**config.mk**
```make
export PLATFORM = sky130hd
export DESIGN_NAME = control_id_pipe
export DESIGN_NICKNAME = d
export VERILOG_FILES = /design/src/rtl/control_id_pipe.sv
export SDC_FILE = /design/constraint.sdc
export NUM_CORES = 1
export LEC_CHECK = 0
export ABC_CLOCK_PERIOD_IN_PS = 3100
export CORE_AREA = 2 2 100 102
export DETAILED_ROUTE_END_ITERATION = 10
export DIE_AREA = 0 0 102 104
export SLEW_MARGIN = 20
export SYNTH_ARGS = -nofsm -noshare
export SYNTH_HDL_FRONTEND = slang
export SYNTH_SLANG_ARGS = --single-unit
```
**constraint.sdc**
```tcl
create_clock -name in_clock -period 3.1 [get_ports in_clock]
set_input_delay 0.62 -clock in_clock [delete_from_list [all_inputs] [get_ports in_clock]]
set_output_delay 0.62 -clock in_clock [all_outputs]
set_load 0.005 [all_outputs]
```
**src/rtl/control_id_pipe.sv**
```systemverilog
// control_id_pipe: MIPS ID control decode and ID/EX register with load-use stall.
// Define CTRL_ILLEGAL_EN to add the registered out_illegal flag.
module control_id_pipe #(
  parameter int NB_DATA = 32,
  parameter int NB_ADDR = 5,
  parameter int NB_EX   = 8,
  parameter int NB_MEM  = 9,
  parameter int NB_WB   = 2
) (
  input  logic               in_clock,
  input  logic               in_reset_n,
  input  logic [NB_DATA-1:0] in_instruction,
  input  logic               in_valid,
  input  logic               in_hold,
  input  logic               in_flush,
  output logic               out_stall,
  output logic               out_valid,
  output logic [NB_EX-1:0]   out_ex,
  output logic [NB_MEM-1:0]  out_mem,
  output logic [NB_WB-1:0]   out_wb,
  output logic [NB_ADDR-1:0] out_rs,
  output logic [NB_ADDR-1:0] out_rt,
  output logic [NB_ADDR-1:0] out_rd,
  output logic [NB_DATA-1:0] out_imm,
`ifdef CTRL_ILLEGAL_EN
  output logic               out_illegal,
`endif
  output logic [4:0]         out_shamt
);

  localparam logic [5:0] OP_R    = 6'h00;
  localparam logic [5:0] OP_J    = 6'h02;
  localparam logic [5:0] OP_JAL  = 6'h03;
  localparam logic [5:0] F_JR    = 6'h08;

  localparam logic [3:0] ALU_R   = 4'b0000;
  localparam logic [3:0] ALU_ADD = 4'b0001;
  localparam logic [3:0] ALU_AND = 4'b0010;
  localparam logic [3:0] ALU_OR  = 4'b0011;
  localparam logic [3:0] ALU_XOR = 4'b0100;
  localparam logic [3:0] ALU_SLT = 4'b0101;
  localparam logic [3:0] ALU_LUI = 4'b0110;
  localparam logic [3:0] ALU_SUB = 4'b0111;

  logic [5:0]         op;
  logic [5:0]         funct;
  logic [NB_ADDR-1:0] rs;
  logic [NB_ADDR-1:0] rt;
  logic [NB_ADDR-1:0] rd;
  logic [4:0]         shamt;
  logic [15:0]        imm16;

  assign op    = in_instruction[31:26];
  assign funct = in_instruction[5:0];
  assign rs    = in_instruction[21 +: NB_ADDR];
  assign rt    = in_instruction[16 +: NB_ADDR];
  assign rd    = in_instruction[11 +: NB_ADDR];
  assign shamt = in_instruction[10:6];
  assign imm16 = in_instruction[15:0];

  logic is_r, is_alui, is_ld, is_st, is_br;
  logic is_j, is_jal, zext, uses_rt;

  assign is_r    = (op == OP_R);
  assign is_alui = (op == 6'h08) | (op == 6'h09)
                 | (op == 6'h0A) | (op == 6'h0C)
                 | (op == 6'h0D) | (op == 6'h0E)
                 | (op == 6'h0F);
  assign is_ld   = (op == 6'h20) | (op == 6'h21)
                 | (op == 6'h23) | (op == 6'h24)
                 | (op == 6'h25);
  assign is_st   = (op == 6'h28) | (op == 6'h29)
                 | (op == 6'h2B);
  assign is_br   = (op == 6'h04) | (op == 6'h05);
  assign is_j    = (op == OP_J);
  assign is_jal  = (op == OP_JAL);
  assign zext    = (op == 6'h0C) | (op == 6'h0D)
                 | (op == 6'h0E);
  assign uses_rt = is_r | is_st | is_br;

  logic       reg_dst, alu_src, shamt_sel, link;
  logic [3:0] alu_op;
  logic       mem_read, mem_write, beq, bne, jump;
  logic [1:0] size;
  logic       sign_ext;
  logic       reg_write, mem_to_reg;
  logic       kill;

`ifdef CTRL_ILLEGAL_EN
  logic d_bad;
  logic r_ok;

  assign r_ok = (funct == 6'h00) | (funct == 6'h02)
              | (funct == 6'h03) | (funct == F_JR)
              | (funct[5:3] == 3'b100)
              | (funct == 6'h2A) | (funct == 6'h2B);
  assign kill = d_bad;
`else
  assign kill = 1'b0;
`endif

  always_comb begin
    reg_dst    = 1'b0;
    alu_src    = 1'b0;
    alu_op     = ALU_R;
    shamt_sel  = 1'b0;
    link       = 1'b0;
    mem_read   = 1'b0;
    mem_write  = 1'b0;
    beq        = 1'b0;
    bne        = 1'b0;
    jump       = 1'b0;
    size       = 2'b00;
    sign_ext   = 1'b0;
    reg_write  = 1'b0;
    mem_to_reg = 1'b0;
`ifdef CTRL_ILLEGAL_EN
    d_bad      = 1'b0;
`endif
    unique case (1'b1)
      is_r: begin
`ifdef CTRL_ILLEGAL_EN
        d_bad   = ~r_ok;
`endif
        reg_dst = 1'b1;
        if (funct == F_JR) begin
          jump = 1'b1;
        end else begin
          reg_write = 1'b1;
          shamt_sel = (funct == 6'h00)
                    | (funct == 6'h02)
                    | (funct == 6'h03);
        end
      end
      is_alui: begin
        alu_src   = 1'b1;
        reg_write = 1'b1;
        unique case (op)
          6'h0A:   alu_op = ALU_SLT;
          6'h0C:   alu_op = ALU_AND;
          6'h0D:   alu_op = ALU_OR;
          6'h0E:   alu_op = ALU_XOR;
          6'h0F:   alu_op = ALU_LUI;
          default: alu_op = ALU_ADD;
        endcase
      end
      is_ld: begin
        alu_src    = 1'b1;
        alu_op     = ALU_ADD;
        mem_read   = 1'b1;
        size       = op[1:0];
        sign_ext   = ~op[2];
        reg_write  = 1'b1;
        mem_to_reg = 1'b1;
      end
      is_st: begin
        alu_src   = 1'b1;
        alu_op    = ALU_ADD;
        mem_write = 1'b1;
        size      = op[1:0];
      end
      is_br: begin
        alu_op = ALU_SUB;
        beq    = ~op[0];
        bne    = op[0];
      end
      is_j: begin
        jump = 1'b1;
      end
      is_jal: begin
        jump      = 1'b1;
        link      = 1'b1;
        reg_write = 1'b1;
      end
      default: begin
`ifdef CTRL_ILLEGAL_EN
        d_bad = 1'b1;
`endif
      end
    endcase
  end

  logic [NB_EX-1:0]   d_ex;
  logic [NB_MEM-1:0]  d_mem;
  logic [NB_WB-1:0]   d_wb;
  logic [NB_DATA-1:0] d_imm;
  logic               d_take;

  assign d_ex  = {reg_dst, alu_src, alu_op,
                  shamt_sel, link};
  assign d_mem = {mem_read, mem_write, beq, bne,
                  jump, size, sign_ext, 1'b0};
  assign d_wb  = {reg_write, mem_to_reg};
  assign d_imm = zext
               ? {{(NB_DATA-16){1'b0}}, imm16}
               : {{(NB_DATA-16){imm16[15]}}, imm16};
  assign d_take = in_valid & ~kill;

  // rt of the consumer only matters when it is read as a source
  assign out_stall = ~in_hold & in_valid & out_valid
                   & out_mem[NB_MEM-1] & (|out_rt)
                   & ((out_rt == rs)
                     | (uses_rt & (out_rt == rt)));

  always_ff @(posedge in_clock or negedge in_reset_n) begin
    if (!in_reset_n) begin
      out_valid <= 1'b0;
      out_ex    <= '0;
      out_mem   <= '0;
      out_wb    <= '0;
      out_rs    <= '0;
      out_rt    <= '0;
      out_rd    <= '0;
      out_imm   <= '0;
      out_shamt <= '0;
`ifdef CTRL_ILLEGAL_EN
      out_illegal <= 1'b0;
`endif
    end else if (in_flush || (!in_hold && out_stall)) begin
      out_valid <= 1'b0;
      out_ex    <= '0;
      out_mem   <= '0;
      out_wb    <= '0;
`ifdef CTRL_ILLEGAL_EN
      out_illegal <= 1'b0;
`endif
    end else if (!in_hold) begin
      out_valid <= in_valid;
      out_ex    <= d_take ? d_ex  : '0;
      out_mem   <= d_take ? d_mem : '0;
      out_wb    <= d_take ? d_wb  : '0;
      out_rs    <= rs;
      out_rt    <= rt;
      out_rd    <= rd;
      out_imm   <= d_imm;
      out_shamt <= shamt;
`ifdef CTRL_ILLEGAL_EN
      out_illegal <= in_valid & kill;
`endif
    end
  end

endmodule

```
==> results.sh, run 1 <==
export IMPL_ff2ff_path_depth=6
export IMPL_peakVddDrop_mv=0.158
export IMPL_drt_pass1_iterations=4
export IMPL_portBuffers=107
export IMPL_slew_violations=0
export IMPL_holdCritPathClass="input port to async pin"
export IMPL_die_area_mm2=0.0106
export IMPL_drt_wirelength_per_cell_um=14.3
export IMPL_yosys_area_share_simple_pct=12.0
export IMPL_finalHoldViolCount=0
export IMPL_ys_warn_count=0
export IMPL_clock_skew_ns=0.00761
export IMPL_start_kind="input port"
export IMPL_gp_congestion=0.827
export IMPL_leakage_nw=1.48
export IMPL_min_period_ns=2.90
export IMPL_synth_compound_area_share_pct=10.3
export IMPL_seq_area_frac_synth_pct=45.3
export IMPL_placed_cell_area_mm2=0.00349
export IMPL_slew_headroom_pct=61.9
export IMPL_synth_mux_area_share_pct=15.4
export IMPL_clk_latency_ns=0.29
export IMPL_dp_cells=434
export IMPL_syn_area_per_cell_um2=11.1
export IMPL_syn_to_final_growth_pct=47.3
export IMPL_synth_xor_area_share_pct=3.97
export IMPL_max_cap_violations=0
export IMPL_final_cell_area_mm2=0.00358
export IMPL_holdBufCountCts=0
export IMPL_run_status="finished, final reports clean"
export IMPL_final_instance_count_excl_fill=441
export IMPL_vias=1907
export IMPL_grt_antenna_before_repair=0
export IMPL_grt_remaining_overflow=0
export IMPL_drt_iter0_drc=49
export IMPL_cts_root_buf="clkbuf_8"
export IMPL_setup_slack_ns=0.200
export IMPL_drive_gt1_share_pct=17.2
export IMPL_grt_pass1_wl_um=9940
export IMPL_initial_utilization_pct=25.4
export IMPL_synth_area_mm2=0.00243
export IMPL_dp_hpwl_um=4860
export IMPL_critPathCaptureType="output pin"
export IMPL_tightest_slew_ns=0.571
export IMPL_numCtsBuffers=5
export IMPL_register_area_mm2=0.00110
export IMPL_crit_fanout=2
export IMPL_arrival_ns=2.28
export IMPL_finalCritPeriodShare_pct=93.6
export IMPL_path_clk_slew_ns=0.08
export IMPL_io_pins=110
export IMPL_cts_sinks=44
export IMPL_synth_seq_cells=44
export IMPL_viasPerCell=4.32
export IMPL_core_mm2=0.00955
export IMPL_synth_fa_ha_area_share_pct=0
export IMPL_htreeDepth=2
export IMPL_grt_pass1_vias=1915
export IMPL_multi_input_area_mm2=0.00103
export IMPL_required_ns=2.48
export IMPL_fillers=956
export IMPL_row_count=36
export IMPL_fmax_mhz=345
export IMPL_synth_cells=218
export IMPL_diodes=0
export IMPL_cts_tree="done"
export IMPL_gr_usage_all_layers_pct=12.0
export IMPL_setup_viol=0
export IMPL_die_h_um=104
export IMPL_pre_cts_ws_ns=-0.145
export IMPL_finish_utilization_pct=37.5
export IMPL_clk_path_buf_depth=2
export IMPL_power_density_mw_per_mm2=417
export IMPL_synth_top_family_by_area="multiplexers"
export IMPL_die_x_um=102
export IMPL_rsz0062_at_grt="no"
export IMPL_nets=345
export IMPL_synth_distinct_cells=41
export IMPL_antenna_left=0
export IMPL_drc=0
export IMPL_wl_um=6320
export IMPL_worstSetupPathType="input port to output pin"
export IMPL_grt_max_degree=45
==> routing by layer <==
layer,GRT usage [%],up-vias,share of wire [%]
met5,0,-,0
met4,3.24,0,1.1
met3,2.76,6,6.5
met2,18.4,83,46
met1,16.8,915,46
li1,-,903,-
==> sequential cells by signal (all words and copies together), names as in the netlist <==
| signal | cells |
|---|---|
| out_imm | 13 |
| out_ex | 7 |
| out_mem | 7 |
| out_rs | 5 |
| out_rt | 5 |
| out_rd | 4 |
| out_wb | 2 |
| out_valid | 1 |
==> layout make-up <==
class | count | area share, %
clock buffers | 6 | 2.03
clock inverters | 1 | 0.140
inverters | 4 | 0.420
multi-input cells | 131 | 28.7
flip-flops and latches | 44 | 30.8
well taps | 133 | 4.65
repair buffers | 122 | 33.3
==> path summary, 6_finish.rpt <==
kind | slack (ns) | to | startpoint
hold / removal | 0.33 | out_rd[0] | in_reset_n
max in group asynchronous | 2.39 | out_wb[0] | in_reset_n
setup / recovery | 0.20 | out_stall | in_instruction[20]
min in group in_clock | 0.49 | out_ex[0] | out_ex[0]
hold reg to reg | 0.49 | out_ex[0] | out_ex[0]
setup reg to reg | 0.62 | out_ex[4] | out_rt[1]
==> power breakdown <==
part | internal (W) | switching [W] | total [W]
clock network | 0.000154 | 0.000185 | 0.000338
logic | 0.000315 | 0.000156 | 0.000472
registers | 0.000628 | 0.0000530 | 0.000681
==> critical path: stages <==
cell,delay [ns]
clkdlybuf4s50_1,0.44
xor2_1,0.17
nor4_2,0.42
buf_4,0.18
o2111ai_1,0.13
nand2_1,0.08
dlygate4sd2_1,0.25
==> cell usage after synthesis, drive strengths merged <==
master,number,share of area (%)
nor2b,5,1.3
o21ai,8,1.6
o2111ai,1,0.36
o211ai,3,0.93
nand4,1,0.26
nor2,6,0.93
or3,2,0.52
dfrtp,44,45
o31ai,5,1.5
inv,4,0.62
o21bai,1,0.31
a31oi,1,0.26
and3,1,0.26
mux2i,1,0.41
xor2,9,3.2
a41oi,1,1.1
and3b,1,0.36
a21oi,4,0.82
mux2,26,15
nor4,2,0.52
nand3,2,0.41
o32ai,1,0.36
or4,5,1.7
nor4b,1,0.36
o41ai,4,1.4
nand2b,3,0.77
conb,1,0.15
nand2,27,4.2
buf,33,11
a221oi,1,0.36
xnor2,2,0.72
clkbuf,7,1.1
o2111a,1,0.52
o21a,2,0.62
nor3,2,0.41
==> cells in the final DEF (no fill, tap or decap), types with 3 or more instances in the layout <==
cell,netlist,layout
or4_1,4,4
clkdlybuf4s50_1,0,105
o211ai_1,3,3
xor2_1,9,9
buf_4,28,15
nand2b_1,3,3
inv_1,4,4
mux2_4,19,19
mux2_2,7,7
clkbuf_8,0,5
nor2b_1,5,5
a21oi_1,4,4
nor2_1,6,6
dfrtp_1,44,44
o21ai_0,7,7
o41ai_1,4,4
nand2_1,27,27
o31ai_1,5,5
==> through the flow <==
| step | total power (W) | TNS (ns) | hold WS, ns |
|---|---|---|---|
| 3_5_place_dp | 0.00117 | -0.145 | 0.467 |
| 6_report | 0.00149 | 0 | 0.327 |
| 2_1_floorplan | 0.000921 | 0 | 0.324 |
| 3_3_place_gp | 0.00116 | -0.0877 | 0.464 |
| 4_1_cts | 0.00152 | 0 | 0.492 |
| 5_1_grt | 0.00159 | 0 | 0.357 |
==> repair_timing <==
item                       4_1_cts  5_1_grt
hold endpoints to repair         0        0
setup buffers                    0        0
setup endpoints to repair        1        0
resized for setup                2        0
==> cells by family (layout without fill, tap and decap cells) <==
logic type / count (synthesis) / in the layout
mux: 27 / 27
flops: 44 / 44
compound gates: 33 / 33
other cells: 1 / 2
simple gates: 58 / 58
buf+inv: 44 / 133
xor+xnor: 11 / 11
(Power assumes the default switching activity.)
==> run 2, diff against run 1 <==
Settings changed: CORE_AREA 2 2 100 102 to 2 2 87 89, DIE_AREA 0 0 102 104 to 0 0 89 91, PLACE_DENSITY set to 0.68.
==> results.sh, run 2 (synthesized netlist as in run 1, its figures left out) <==
export IMPL_holdCritPathClass="input port to async pin"
export IMPL_clkPwrFrac_pct=23.0
export IMPL_grt_max_degree=45
export IMPL_antenna_left=0
export IMPL_required_ns=2.48
export IMPL_die_h_um=91
export IMPL_initial_utilization_pct=34.0
export IMPL_die_area_mm2=0.00810
export IMPL_dp_hpwl_um=4480
export IMPL_io_pins=110
export IMPL_worstSetupPathType="input port to output pin"
export IMPL_grt_pass1_vias=1792
export IMPL_drive_gt1_share_pct=16.9
export IMPL_min_period_ns=2.72
export IMPL_finalHoldViolCount=0
export IMPL_holdBufCountCts=0
export IMPL_setup_viol=0
export IMPL_reg_largest_list="out_imm: 13 flops, out_ex: 7 flops, out_mem: 7 flops"
export IMPL_start_kind="input port"
export IMPL_syn_to_final_growth_pct=45.4
export IMPL_rsz0062_at_grt="no"
export IMPL_report_power_total_w=0.00149
export IMPL_clk_path_buf_depth=2
export IMPL_cts_tree="done"
export IMPL_setup_slack_ns=0.382
export IMPL_core_mm2=0.00714
export IMPL_diodes=0
export IMPL_startpoint="in_instruction[16]"
export IMPL_slew_headroom_pct=61.5
export IMPL_peakVddDrop_mv=0.146
export IMPL_crit_fanout=2
export IMPL_clock_skew_ns=0.00615
export IMPL_drt_iter0_drc=46
export IMPL_critPathCaptureType="output pin"
export IMPL_gp_congestion=0.774
export IMPL_swShare_pct=26.5
export IMPL_tightest_slew_ns=0.578
export IMPL_grt_pass1_wl_um=8810
export IMPL_wl_um=5900
export IMPL_layout_common_cells="clkdlybuf4s50_1 (105), dfrtp_1 (44), nand2_1 (27), mux2_4 (19), buf_4 (14)"
export IMPL_power_density_mw_per_mm2=422
export IMPL_slew_violations=0
export IMPL_vias=1912
export IMPL_largest_reg_flops=13
export IMPL_pre_cts_ws_ns=-0.0180
export IMPL_leakage_nw=1.49
export IMPL_numCtsBuffers=5
export IMPL_die_x_um=89
export IMPL_viasPerCell=4.71
export IMPL_rrSetupSlack_ns=0.67
export IMPL_largest_register="out_imm"
export IMPL_fillers=685
export IMPL_run_status="finished, final reports clean"
export IMPL_htreeDepth=2
export IMPL_grt_antenna_before_repair=0
export IMPL_switching_power_w=0.000395
export IMPL_cts_root_buf="clkbuf_8"
export IMPL_cts_sinks=44
export IMPL_drt_wirelength_per_cell_um=14.5
export IMPL_grt_remaining_overflow=0
export IMPL_clk_latency_ns=0.29
export IMPL_fmax_mhz=368
export IMPL_crit_reg2reg_launch="out_rt[1]"
export IMPL_drt_pass1_iterations=4
export IMPL_internal_power_w=0.00110
export IMPL_final_common_cell="clkdlybuf4s50_1"
export IMPL_combinationalPowerShare_pct=31.5
export IMPL_row_count=31
export IMPL_max_cap_violations=0
export IMPL_arrival_ns=2.10
export IMPL_drc=0
export IMPL_p_seq_share_pct=45.5
export IMPL_path_clk_slew_ns=0.08
export IMPL_portBuffers=107
export IMPL_gr_usage_all_layers_pct=14.0
export IMPL_finalCritPeriodShare_pct=87.7
export IMPL_nets=344
[run 2: cell types whose count changed in the layout (fill, tap and decap cells not counted)]
| cell | before | now |
|---|---|---|
| buf_4 | 15 | 14 |
| dlygate4sd2_1 | 1 | 0 |
| dlymetal6s2s_1 | 0 | 1 |
[run 2: final cells by class]
| cell class | instances | area [um2] | share of cell area, % |
|---|---|---|---|
| Timing Repair Buffer | 121 | 1190 | 33.7 |
| Sequential cell | 44 | 1100 | 31.2 |
| Multi-Input combinational cell | 131 | 1030 | 29.0 |
| Tap cell | 99 | 124 | 3.51 |
| Clock buffer | 6 | 72.6 | 2.05 |
| Inverter | 4 | 15.0 | 0.425 |
| Clock inverter | 1 | 5.00 | 0.142 |
[run 2: repair_timing]
action,CTS,global route
resized for setup,1,1
setup endpoints to repair,1,1
pin swaps,0,1
setup buffers,0,0
[run 2: power by group through the flow]
stage | clock network, W | logic, W | registers, W
3_5_place_dp | 0 | 0.000468 | 0.000692
6_report | 0.000343 | 0.000469 | 0.000679
2_1_floorplan | 0 | 0.000231 | 0.000690
4_1_cts | 0.000357 | 0.000473 | 0.000681
5_1_grt | 0.000375 | 0.000506 | 0.000689
3_3_place_gp | 0 | 0.000462 | 0.000689
[run 2: worst paths after layout]
path / cells past startpoint / endpoint
setup reg to reg: 7 / out_rt[0]
hold reg to reg: 2 / out_ex[4]
hold / removal: 1 / out_imm[6]
max in group asynchronous: 1 / out_ex[0]
min in group in_clock: 2 / out_ex[4]
setup / recovery: 7 / out_stall
[run 2: routing by layer]
layer | vias up | part of all wire (%) | global-route usage, % | routed length [um]
met5 | - | 0 | 0 | 0
met4 | 0 | 0.36 | 2.61 | 21
met3 | 2 | 7.1 | 3.36 | 417
met2 | 81 | 49 | 22.8 | 2860
met1 | 922 | 44 | 19.0 | 2600
li1 | 907 | - | - | -
[run 2: stage by stage]
stage	std cells	hold WS (ns)	util (%)	setup TNS (ns)	area, um2
floorplan	219	0.324	-	0	2430
global placement	399	0.474	48.2	-0.0351	3440
detailed placement	399	0.470	48.2	-0.0180	3440
CTS	406	0.494	49.4	0	3530
global route	406	0.363	49.5	0	3530
finish	406	0.313	49.5	0	3530
[run 2: critical path: stages]
cell,delay [ns]
clkdlybuf4s50_1,0.43
xor2_1,0.18
nor4_2,0.35
buf_4,0.17
o2111ai_1,0.13
nand2_1,0.08
dlymetal6s2s_1,0.14
==> run 3, diff against run 2 <==
Settings changed: SETUP_SLACK_MARGIN set to 0.3.
==> results.sh, run 3 (synthesized netlist as in run 1, its figures left out) <==
export IMPL_path_clk_slew_ns=0.08
export IMPL_die_area_mm2=0.00810
export IMPL_largest_reg_flops=13
export IMPL_holdCritPathClass="input port to async pin"
export IMPL_largest_register="out_imm"
export IMPL_setup_slack_ns=0.388
export IMPL_fillers=687
export IMPL_cts_sinks=44
export IMPL_gp_congestion=0.774
export IMPL_htreeDepth=2
export IMPL_reg_largest_list="out_imm: 13 flops, out_ex: 7 flops, out_mem: 7 flops"
export IMPL_report_power_total_w=0.00149
export IMPL_power_density_mw_per_mm2=424
export IMPL_drt_iter0_drc=49
export IMPL_layout_common_cells="clkdlybuf4s50_1 (105), dfrtp_1 (44), nand2_1 (27), mux2_4 (19), buf_4 (14)"
export IMPL_run_status="finished, final reports clean"
export IMPL_portBuffers=107
export IMPL_rsz0062_at_grt="no"
export IMPL_cts_root_buf="clkbuf_8"
export IMPL_crit_fanout=2
export IMPL_placed_cell_area_mm2=0.00344
export IMPL_setup_viol=0
export IMPL_drive_gt1_share_pct=17.3
export IMPL_grt_max_degree=45
export IMPL_antenna_left=0
export IMPL_syn_to_final_growth_pct=45.1
export IMPL_leakage_nw=1.47
export IMPL_initial_utilization_pct=34.0
export IMPL_die_h_um=91
export IMPL_min_period_ns=2.71
export IMPL_cts_tree="done"
export IMPL_viasPerCell=4.74
export IMPL_wl_um=5940
export IMPL_drc=0
export IMPL_row_count=31
export IMPL_clk_path_buf_depth=2
export IMPL_clk_latency_ns=0.29
export IMPL_drt_pass1_iterations=5
export IMPL_tightest_slew_ns=0.577
export IMPL_vias=1926
export IMPL_final_cell_area_mm2=0.00352
export IMPL_critPathCaptureType="output pin"
export IMPL_finish_utilization_pct=49.4
export IMPL_io_pins=110
export IMPL_grt_antenna_before_repair=0
export IMPL_die_x_um=89
export IMPL_numCtsBuffers=5
export IMPL_max_cap_violations=0
export IMPL_clock_skew_ns=0.00838
export IMPL_slew_violations=0
export IMPL_final_common_cell="clkdlybuf4s50_1"
export IMPL_finalHoldViolCount=0
export IMPL_dp_hpwl_um=4480
export IMPL_setup_tns_ns=0
export IMPL_core_mm2=0.00714
export IMPL_drt_wirelength_per_cell_um=14.6
export IMPL_gr_usage_all_layers_pct=13.9
export IMPL_nets=344
export IMPL_finalCritPeriodShare_pct=87.5
export IMPL_grt_pass1_vias=1793
export IMPL_fmax_mhz=369
export IMPL_arrival_ns=2.09
export IMPL_grt_pass1_wl_um=8790
export IMPL_slew_headroom_pct=61.5
export IMPL_start_kind="input port"
export IMPL_diodes=0
export IMPL_peakVddDrop_mv=0.146
export IMPL_grt_remaining_overflow=0
export IMPL_worstSetupPathType="input port to output pin"
export IMPL_pre_cts_ws_ns=-0.0180
export IMPL_required_ns=2.48
-- run 3: power by group --
part | leakage [nW] | switching, W | total (W) | internal (W)
clock | 0.0410 | 0.000190 | 0.000343 | 0.000154
combinational | 0.875 | 0.000156 | 0.000471 | 0.000314
sequential | 0.553 | 0.0000509 | 0.000679 | 0.000628
-- run 3: layout make-up --
cell class / count / area [um2] / share of cell area [%]
inverter: 4 / 15.0 / 0.426
clock inverter: 1 / 5.00 / 0.142
clock buffer: 6 / 72.6 / 2.06
multi-input combinational: 131 / 1030 / 29.1
tap: 99 / 124 / 3.51
sequential: 44 / 1100 / 31.2
timing repair buffer: 121 / 1180 / 33.5
-- run 3: final timing paths --
| check | cells after the start | start | slack (ns) | endpoint |
|---|---|---|---|---|
| max | 7 | in_instruction[18] | 0.39 | out_stall |
| min | 1 | in_reset_n | 0.31 | out_imm[6] |
| max reg2reg | 7 | out_rt[1] | 0.67 | out_rt[0] |
| min reg2reg | 2 | out_ex[4] | 0.49 | out_ex[4] |
| max in group asynchronous | 1 | in_reset_n | 2.38 | out_ex[4] |
| min in group in_clock | 2 | out_ex[4] | 0.49 | out_ex[4] |
-- run 3: worst max-delay path, stage by stage --
cell and delay (ns):
clkdlybuf4s50_1 0.45, xor2_1 0.17, nor4_2 0.34, buf_4 0.17, o2111ai_1 0.13, nand2_1 0.09, clkbuf_2 0.12
-- run 3: what timing repair did --
action,in CTS,in global routing
pin swaps,1,1
resized for setup,3,1
setup buffers,0,0
hold buffers,0,0
endpoints found under the setup margin,1,1
-- run 3: layer usage --
layer / vias up / wire length [um] / global-route usage, %
met5: - / 0 / 0
met4: 0 / 21 / 2.61
met3: 2 / 436 / 3.36
met2: 87 / 2860 / 22.8
met1: 931 / 2630 / 18.9
li1: 906 / - / -
-- run 3: stage by stage --
| stage | std cells | hold slack (ns) |
|---|---|---|
| 3_3_place_gp | 399 | 0.474 |
| 4_1_cts | 406 | 0.494 |
| 3_5_place_dp | 399 | 0.470 |
| 2_1_floorplan | 219 | 0.324 |
| 6_report | 406 | 0.314 |
| 5_1_grt | 406 | 0.363 |
